===== config.mk =====
export PLATFORM = sky130hd
export DESIGN_NAME = spram_pwr_ctrl
export DESIGN_NICKNAME = d
export VERILOG_FILES = /design/src/rtl/spram_pwr_ctrl.sv
export SDC_FILE = /design/constraint.sdc
export NUM_CORES = 1
export LEC_CHECK = 0
export BUFFER_PORTS_ARGS = -buffer_cell sky130_fd_sc_hd__buf_4
export CAP_MARGIN = 20
export CORE_ASPECT_RATIO = 0.75
export CORE_UTILIZATION = 25
export CTS_BUF_LIST = sky130_fd_sc_hd__clkbuf_2
export DETAILED_ROUTE_END_ITERATION = 10
export PLACE_DENSITY = 0.68
export RECOVER_POWER = 25
export SKIP_CTS_REPAIR_TIMING = 1
export SYNTH_ARGS = -nofsm -noshare
export SYNTH_HDL_FRONTEND = slang
export SYNTH_SLANG_ARGS = --single-unit

===== constraint.sdc =====
create_clock -name clk -period 1.8 [get_ports clk]
set_clock_uncertainty 0.1 [all_clocks]
set_input_delay 0.18 -clock clk [delete_from_list [all_inputs] [get_ports clk]]
set_output_delay 0.18 -clock clk [all_outputs]
set_load 0.01 [all_outputs]

===== src/rtl/spram_pwr_ctrl.sv =====
// Power-state controller and access gate in front of one spram_wrap instance.
// Define SPRAM_PWR_DS_EN to enable the SLEEP (ds_req) state and its wake-up path.
module spram_pwr_ctrl #(
  parameter int unsigned IDLE_LS = 16,
  parameter int unsigned IDLE_DS = 256,
  parameter int unsigned WAKE_DS = 4,
  parameter int unsigned WAKE_LS = 2
) (
  input  logic        clk,
  input  logic        rst_n,
  input  logic        cpu_req,
  input  logic        cpu_we,
  input  logic [3:0]  cpu_be,
  input  logic [15:0] cpu_addr,
  input  logic [31:0] cpu_wdata,
  output logic        cpu_ready,
  output logic        cpu_rvalid,
  output logic [31:0] cpu_rdata,
  input  logic        sleep_now,
  output logic        mem_sel,
  output logic        mem_we,
  output logic [3:0]  mem_be,
  output logic [15:0] mem_addr,
  output logic [31:0] mem_din,
  input  logic [31:0] mem_dout,
  output logic        ls_req,
  output logic        ds_req,
  output logic [2:0]  pwr_state
);

  if (IDLE_LS < 1 || IDLE_LS > 65535 || IDLE_DS < 1 || IDLE_DS > 65535 ||
      WAKE_DS < 1 || WAKE_DS > 65535 || WAKE_LS < 1 || WAKE_LS > 65535) begin : g_param_check
    $error("spram_pwr_ctrl: cycle parameters must be in 1..65535");
  end

  typedef enum logic [2:0] {
    ST_ACTIVE  = 3'd0,
    ST_STBY    = 3'd1,
    ST_SLEEP   = 3'd2,
    ST_WAKE_DS = 3'd3,
    ST_WAKE_LS = 3'd4
  } state_t;

  localparam logic [15:0] LS_LAST  = 16'(IDLE_LS - 1);
  localparam logic [15:0] WLS_LAST = 16'(WAKE_LS - 1);
`ifdef SPRAM_PWR_DS_EN
  localparam logic [15:0] DS_LAST  = 16'(IDLE_DS - 1);
  localparam logic [15:0] WDS_LAST = 16'(WAKE_DS - 1);
  localparam state_t      DEEP_ST  = ST_SLEEP;
`else
  localparam state_t      DEEP_ST  = ST_STBY;
`endif

  state_t      state, state_nxt;
  logic [15:0] cnt, cnt_nxt;
  logic        ls_nxt;

  // Handshake: a request is taken on the rising edge where cpu_req=1 and
  // cpu_ready=1; cpu_req and its payload must stay stable until then.
  assign cpu_ready = (state == ST_ACTIVE);
  assign mem_sel   = cpu_req & cpu_ready;
  assign mem_we    = cpu_we & mem_sel;
  assign mem_be    = cpu_be & {4{mem_sel}};
  assign mem_addr  = cpu_addr;
  assign mem_din   = cpu_wdata;
  assign cpu_rdata = mem_dout;
  assign pwr_state = state;

  always_comb begin
    state_nxt = state;
    cnt_nxt   = cnt + 16'd1;
    case (state)
      ST_ACTIVE: begin
        if (cpu_req)            cnt_nxt   = 16'd0;
        else if (sleep_now)     state_nxt = DEEP_ST;
        else if (cnt == LS_LAST) state_nxt = ST_STBY;
      end
      ST_STBY: begin
        if (cpu_req) state_nxt = ST_WAKE_LS;
`ifdef SPRAM_PWR_DS_EN
        else if (cnt == DS_LAST || sleep_now) state_nxt = ST_SLEEP;
`endif
      end
`ifdef SPRAM_PWR_DS_EN
      ST_SLEEP: begin
        if (cpu_req) state_nxt = ST_WAKE_DS;
      end
      ST_WAKE_DS: begin
        if (cnt == WDS_LAST) state_nxt = ST_WAKE_LS;
      end
`endif
      ST_WAKE_LS: begin
        if (cnt == WLS_LAST) state_nxt = ST_ACTIVE;
      end
      default: state_nxt = ST_ACTIVE;
    endcase
    // Every state change restarts the shared counter.
    if (state_nxt != state) cnt_nxt = 16'd0;
    ls_nxt = (state_nxt == ST_STBY) || (state_nxt == ST_SLEEP) ||
             (state_nxt == ST_WAKE_DS);
  end

  always_ff @(posedge clk or negedge rst_n) begin
    if (!rst_n) begin
      state      <= ST_ACTIVE;
      cnt        <= 16'd0;
      ls_req     <= 1'b0;
      cpu_rvalid <= 1'b0;
    end else begin
      state      <= state_nxt;
      cnt        <= cnt_nxt;
      ls_req     <= ls_nxt;
      cpu_rvalid <= mem_sel & ~cpu_we;
    end
  end

`ifdef SPRAM_PWR_DS_EN
  always_ff @(posedge clk or negedge rst_n) begin
    if (!rst_n) ds_req <= 1'b0;
    else        ds_req <= (state_nxt == ST_SLEEP);
  end
`else
  assign ds_req = 1'b0;
`endif

endmodule


=== Word-level counts from Yosys, hierarchy flattened ===
Index checks and enable logic that the tools add are counted.

* Logic and storage cells: 30
* Bits in registers: 21
* Bits of input ports: 89
* Output and inout port bits: 93

* Multiplexer cells: 9
* Bitwise gates (word level): 5
* Equal/unequal tests: 8
* Reduce and logical (&&, ||, !) cells: 3
* $add $sub $neg: 1

{| class="wikitable"
|+ Operator list
! cell !! number
|-
| 16-bit 2-to-1 mux || 3
|-
| 16-bit by 1-bit adder with 16-bit output, second input constant || 1
|-
| 16-bit by 1-bit == test with 1-bit output, second input constant || 1
|-
| 16-bit by 4-bit == test with 1-bit output, second input constant || 1
|-
| 3-bit 2-to-1 mux || 5
|-
| 3-bit one-hot mux with 3 select lines || 1
|-
| 3-bit by 1-bit == test with 1-bit output, second input constant || 2
|-
| 3-bit by 2-bit == test with 1-bit output, second input constant || 2
|-
| 4-bit bitwise AND || 1
|-
| 1-bit bitwise AND || 3
|-
| 3-bit == test, second input constant || 1
|-
| 3-bit logical NOT || 1
|-
| 3-bit inequality test || 1
|-
| 1-bit logical OR || 2
|-
| 1-bit NOT || 1
|}

=== Logic depth before layout (Yosys ltp) ===
* Depth after elaboration: 8
* Mapped depth: 7
* Gate-level depth less buffers: 6

=== Least setup slack after synthesis ===
OpenSTA, ideal clock, no wires.

* Kind: register -> register
* Start point: register cnt[0]
* End point: register cnt[10]
* Cell stages (with the launch flop): 7
* Setup time: 0.119 ns
* Clock period less this slack: 1.661 ns
* Setup slack: 0.139 ns
* Arrival time: 1.442 ns
* Data required time: 1.581 ns
* Cell sequence: dfrtp_1 > ha_1 > and4b_1 > nand4_1 > a22oi_4 > buf_12 > nor2_2

* Cells in the longest elaborated chain, start to end: 7

{| class="wikitable"
|+ RTL lines
! what !! line !! text
|-
| from (decl) || 55 || <nowiki>logic [15:0] cnt, cnt_nxt;</nowiki>
|-
| from (signal assigned) || 111 || <nowiki>cnt <= cnt_nxt;</nowiki>
|-
| 16-bit by 4-bit == test with 1-bit output || 76 || <nowiki>else if (cnt == LS_LAST) state_nxt = ST_STBY;</nowiki>
|-
| 3-bit 2-to-1 mux || 76 ||
|-
| 3-bit 2-to-1 mux || 75 || <nowiki>else if (sleep_now) state_nxt = DEEP_ST;</nowiki>
|-
| 3-bit 2-to-1 mux || 74 || <nowiki>if (cpu_req) cnt_nxt = 16'd0;</nowiki>
|-
| 3-bit one-hot mux with 3 select lines || 72 || <nowiki>case (state)</nowiki>
|-
| 3-bit inequality test || 98 || <nowiki>if (state_nxt != state) cnt_nxt = 16'd0;</nowiki>
|-
| 16-bit 2-to-1 mux * || 98 ||
|-
| named net cnt_nxt[10] || 55 ||
|}

Mark *: on every way through the listed nets, which the timed path passes. The rest lies on a longest branch.

=== Worst setup path after layout ===
* Start point: register state[0] (netlist: pwr_state[0])
* End point: output port mem_we

* Cells in the longest elaborated chain, start to end: 3

{| class="wikitable"
|+ RTL lines
! what !! line !! text
|-
| from (decl) || 54 || <nowiki>state_t state, state_nxt;</nowiki>
|-
| from (signal assigned) || 110 || <nowiki>state <= state_nxt;</nowiki>
|-
| 3-bit logical NOT || 60 || <nowiki>assign cpu_ready = (state == ST_ACTIVE);</nowiki>
|-
| 1-bit bitwise AND || 61 || <nowiki>assign mem_sel = cpu_req & cpu_ready;</nowiki>
|-
| 1-bit bitwise AND || 62 || <nowiki>assign mem_we = cpu_we & mem_sel;</nowiki>
|-
| to (decl) || 21 || <nowiki>output logic mem_we,</nowiki>
|}

No other way between the ends.

==> reports/results.tsv <==
stage	metric	value	unit
setup_path	Crit path required time	1.52	ns
logic_synthesis	Post-Synth Adder-Cell Area	1.43	%
power_and_ir_drop	PwrDens	479	mW/mm^2
power_and_ir_drop	sequential share of power	60.0	%
setup_path	RR Endpoint	cnt[12]	
timing	Setup-failing EPs final	5	
routing	final wirelength	2730	um
placement	port bufs	20	
routing	DR iter-0 viols	68	
clock_network	clk slew on worst S/H paths	0.19	ns
routing	drt via density	4.17	
logic_synthesis	main combinational cell family by area after synthesis	buffers and inverters	
setup_path	cell mode on critical path	buf_4	
placement	GP Congestion	0.783	
routing	DR pass1 iterations	4	
floorplanning	total core area	0.00680	sq mm
global_route	met2 Use GR	9.62	%
power_and_ir_drop	Pwr Total	819	uW
global_route	total track usage	7.42	%
hold_path	worst hold path cell count	3	
placement	placed cells	217	
power_and_ir_drop	Peak supply drop	0.148	mV
global_route	met3 usage	4.89	%
logic_synthesis	Netlist cell types	29	
finish	ant diodes	0	
clock_network	Worst-Skew Late Latency	0.32	ns
hold_path	Hold Crit Class	in2reg	
floorplanning	chip height	74.5	um
finish	Sequential Area	531	sq um
global_route	gr busiest metal	met2	
floorplanning	Initial Utilization	25.8	%
logic_synthesis	mux contribution to synthesized area	0	%
setup_path	Startpoint Class	register	
power_and_ir_drop	switching fraction of total power	26.5	%
finish	Layout area overhead	-2.57	%
placement	final HPWL from detailed placement	1860	um
setup_path	internal reg-to-reg setup slack	0.05	ns
power_and_ir_drop	Pleak	0.629	nW
power_and_ir_drop	Psw	217	uW
logic_synthesis	Synth Instances	189	
timing	Fin. Hold Viols	0	
clock_network	CTS max path bufs	2	
power_and_ir_drop	Int Pwr	602	uW
hold_path	min-delay src	sleep_now	
clock_network	Root Buffer Master	clkbuf_2	
global_route	initial antenna violation count	0	
setup_path	slowest stage delay, CP	0.53	ns
setup_path	Worst setup EP type	output pin	
finish	Post-Layout Cell Count	230	
finish	multi-input logic area	739	sq um
setup_path	FF-to-FF Start	cnt[9]	
global_route	first-pass GRT wire length	4240	um
logic_synthesis	Simple-Gate Fraction of Synth Area	22.0	%
logic_synthesis	warnings from Yosys	0	
timing	unrepaired setup endpoints after global routing	true	
logic_synthesis	compound-cell area share of the yosys netlist	2.57	%
timing	Period minus WS final	1.81	ns
global_route	vias in the first global route	905	
setup_path	worst-path cell chain	nor4b_4 -> buf_4 -> and2_1 -> buf_4	
power_and_ir_drop	Clk pwr share	23.8	%
routing	Vias	958	
timing	period utilisation layout	100	%
finish	layout cells sized above 1	45.9	%
global_route	met1 usage	8.96	%
setup_path	worst-path fanout max	8	
floorplanning	die area	0.00736	sq mm
clock_network	CTS tree	yes	
routing	DR WL/cell	11.9	um
timing	worst hold slack	0.0441	ns
placement	Post-DP Area	0.00144	sq mm
global_route	total grt overflow	0	
logic_synthesis	Syn Area/Cell	9.28	sq um
global_route	largest net degree at the start of global routing	22	
placement	dpl ws	0.0597	ns
status	failing checks	setup timing	
floorplanning	I/O pin count	182	
setup_path	Slowest-stage cell, CP	dfrtp_1	
logic_synthesis	Synth Register Bits	21	
power_and_ir_drop	Comb power frac	16.3	%
timing	fmax	553	MHz
setup_path	CP Class	reg2out	
floorplanning	die width	98.7	um
finish	Nets	238	
routing	DR DRC count	0	
finish	Design Area, Final	0.00171	sq mm
clock_network	Num CTS Buffers	3	
flow_run	max cap viols	0	
timing	final worst slack	-0.00674	ns
logic_synthesis	synthesized cell area	0.00175	sq mm
status	status	complete, but fails checks	
clock_network	clock sink count	21	
timing	final slew viol count	0	
floorplanning	Site Rows	26	
logic_synthesis	Synth Area in XOR/XNOR	6.99	%
clock_network	H-tree lvl count	1	
finish	fill count	697	
setup_path	r2r worst-path depth	5	
routing	Detail Route Antenna Nets	0	
setup_path	Critical Path AT	1.53	ns
logic_synthesis	post-synthesis sequential area ratio	30.0	%
hold_path	Hold EP	pwr_state[0]	
area by class of cell:
type                       instances  share of cell area, %
multi-input combinational         82                   43.3
clock buffer                       3                  0.878
sequential                        21                   31.0
tap                               84                   6.15
inverter                           5                   1.10
timing repair buffer              34                   17.1
clock inverter                     1                  0.439
power groups by stage:
stage	clock network, mW	registers (mW)	logic, mW
2_1_floorplan	0	0.498	0.227
3_3_place_gp	0	0.497	0.0948
3_5_place_dp	0	0.497	0.0954
4_1_cts	0.212	0.488	0.0957
5_1_grt	0.238	0.493	0.147
6_report	0.195	0.491	0.133
kinds of logic after synthesis:
family	Yosys count
compound gates	5
xor+xnor	14
fa+ha+maj	2
buf+inv	87
flops	21
other cells	1
simple gates	59
registers in the layout, indices dropped and copies added, names as in the netlist:
register / flops
ls_req: 1
pwr_state: 3
cnt: 16
cpu_rvalid: 1
worst max-delay path by stage:
stage / startpoint / endpoint / slack, ns
floorplan: cnt[0] / cnt[10] / 0.14
global placement: cnt[0] / cnt[2] / 0.09
detailed placement: cnt[0] / cnt[3] / 0.06
CTS: pwr_state[1] / mem_be[3] / -0.05
global route: pwr_state[1] / mem_be[1] / -0.15
finish: pwr_state[0] / mem_we / -0.007
worst max-delay path, delay by kind of cell (launching register included):
kind,cells,cell delay (ns)
AND/OR/NAND/NOR,2,0.41
buffers and inverters,2,0.28
flip-flops,1,0.53
stage by stage:
| stage | TNS (ns) | utilization, % |
|---|---|---|
| after CTS | -0.216 | 21.4 |
| after global placement | 0 | 21.1 |
| after detailed placement | 0 | 21.1 |
| after global routing | -1.90 | 25.1 |
| after floorplan | 0 | - |
| final | -0.0218 | 25.1 |
cell usage after synthesis, drive strengths merged:
master / instances / share of area [%]
buf: 82 / 36
nand3b: 1 / 0.43
nor4: 8 / 4.9
nand3: 7 / 2.3
xor2: 2 / 1.0
nand2: 2 / 0.43
xnor2: 12 / 6.0
nor3: 4 / 1.1
a21oi: 4 / 1.4
and3: 1 / 0.36
nor4b: 1 / 0.86
dfrtp: 21 / 30
nand4: 6 / 2.1
and2: 5 / 1.8
ha: 2 / 1.4
inv: 5 / 1.1
a22oi: 1 / 1.2
or3: 1 / 0.36
nor2: 19 / 5.5
and4b: 1 / 0.57
conb: 1 / 0.21
nor3b: 2 / 0.86
nor2b: 1 / 0.36
metal layers:
| layer | wire, um | vias to the layer above |
|---|---|---|
| met5 | 0 | - |
| met4 | 48 | 0 |
| met3 | 226 | 2 |
| met2 | 1250 | 49 |
| met1 | 1210 | 457 |
| li1 | - | 450 |
placed cells by master (no fill, tap or decap), drive strengths merged, types with 2 or more instances in the layout:
master and n:
buf 30, dfrtp 21, nor2 19, xnor2 12, nor4 8, nand3 7, nand4 6, and2 5
inv 5, nor3 4, a21oi 4, clkbuf 4, dlygate4sd3 3, nand2 2, xor2 2, ha 2
conb 2, nor3b 2
Power figures use the tool's default switching activity.
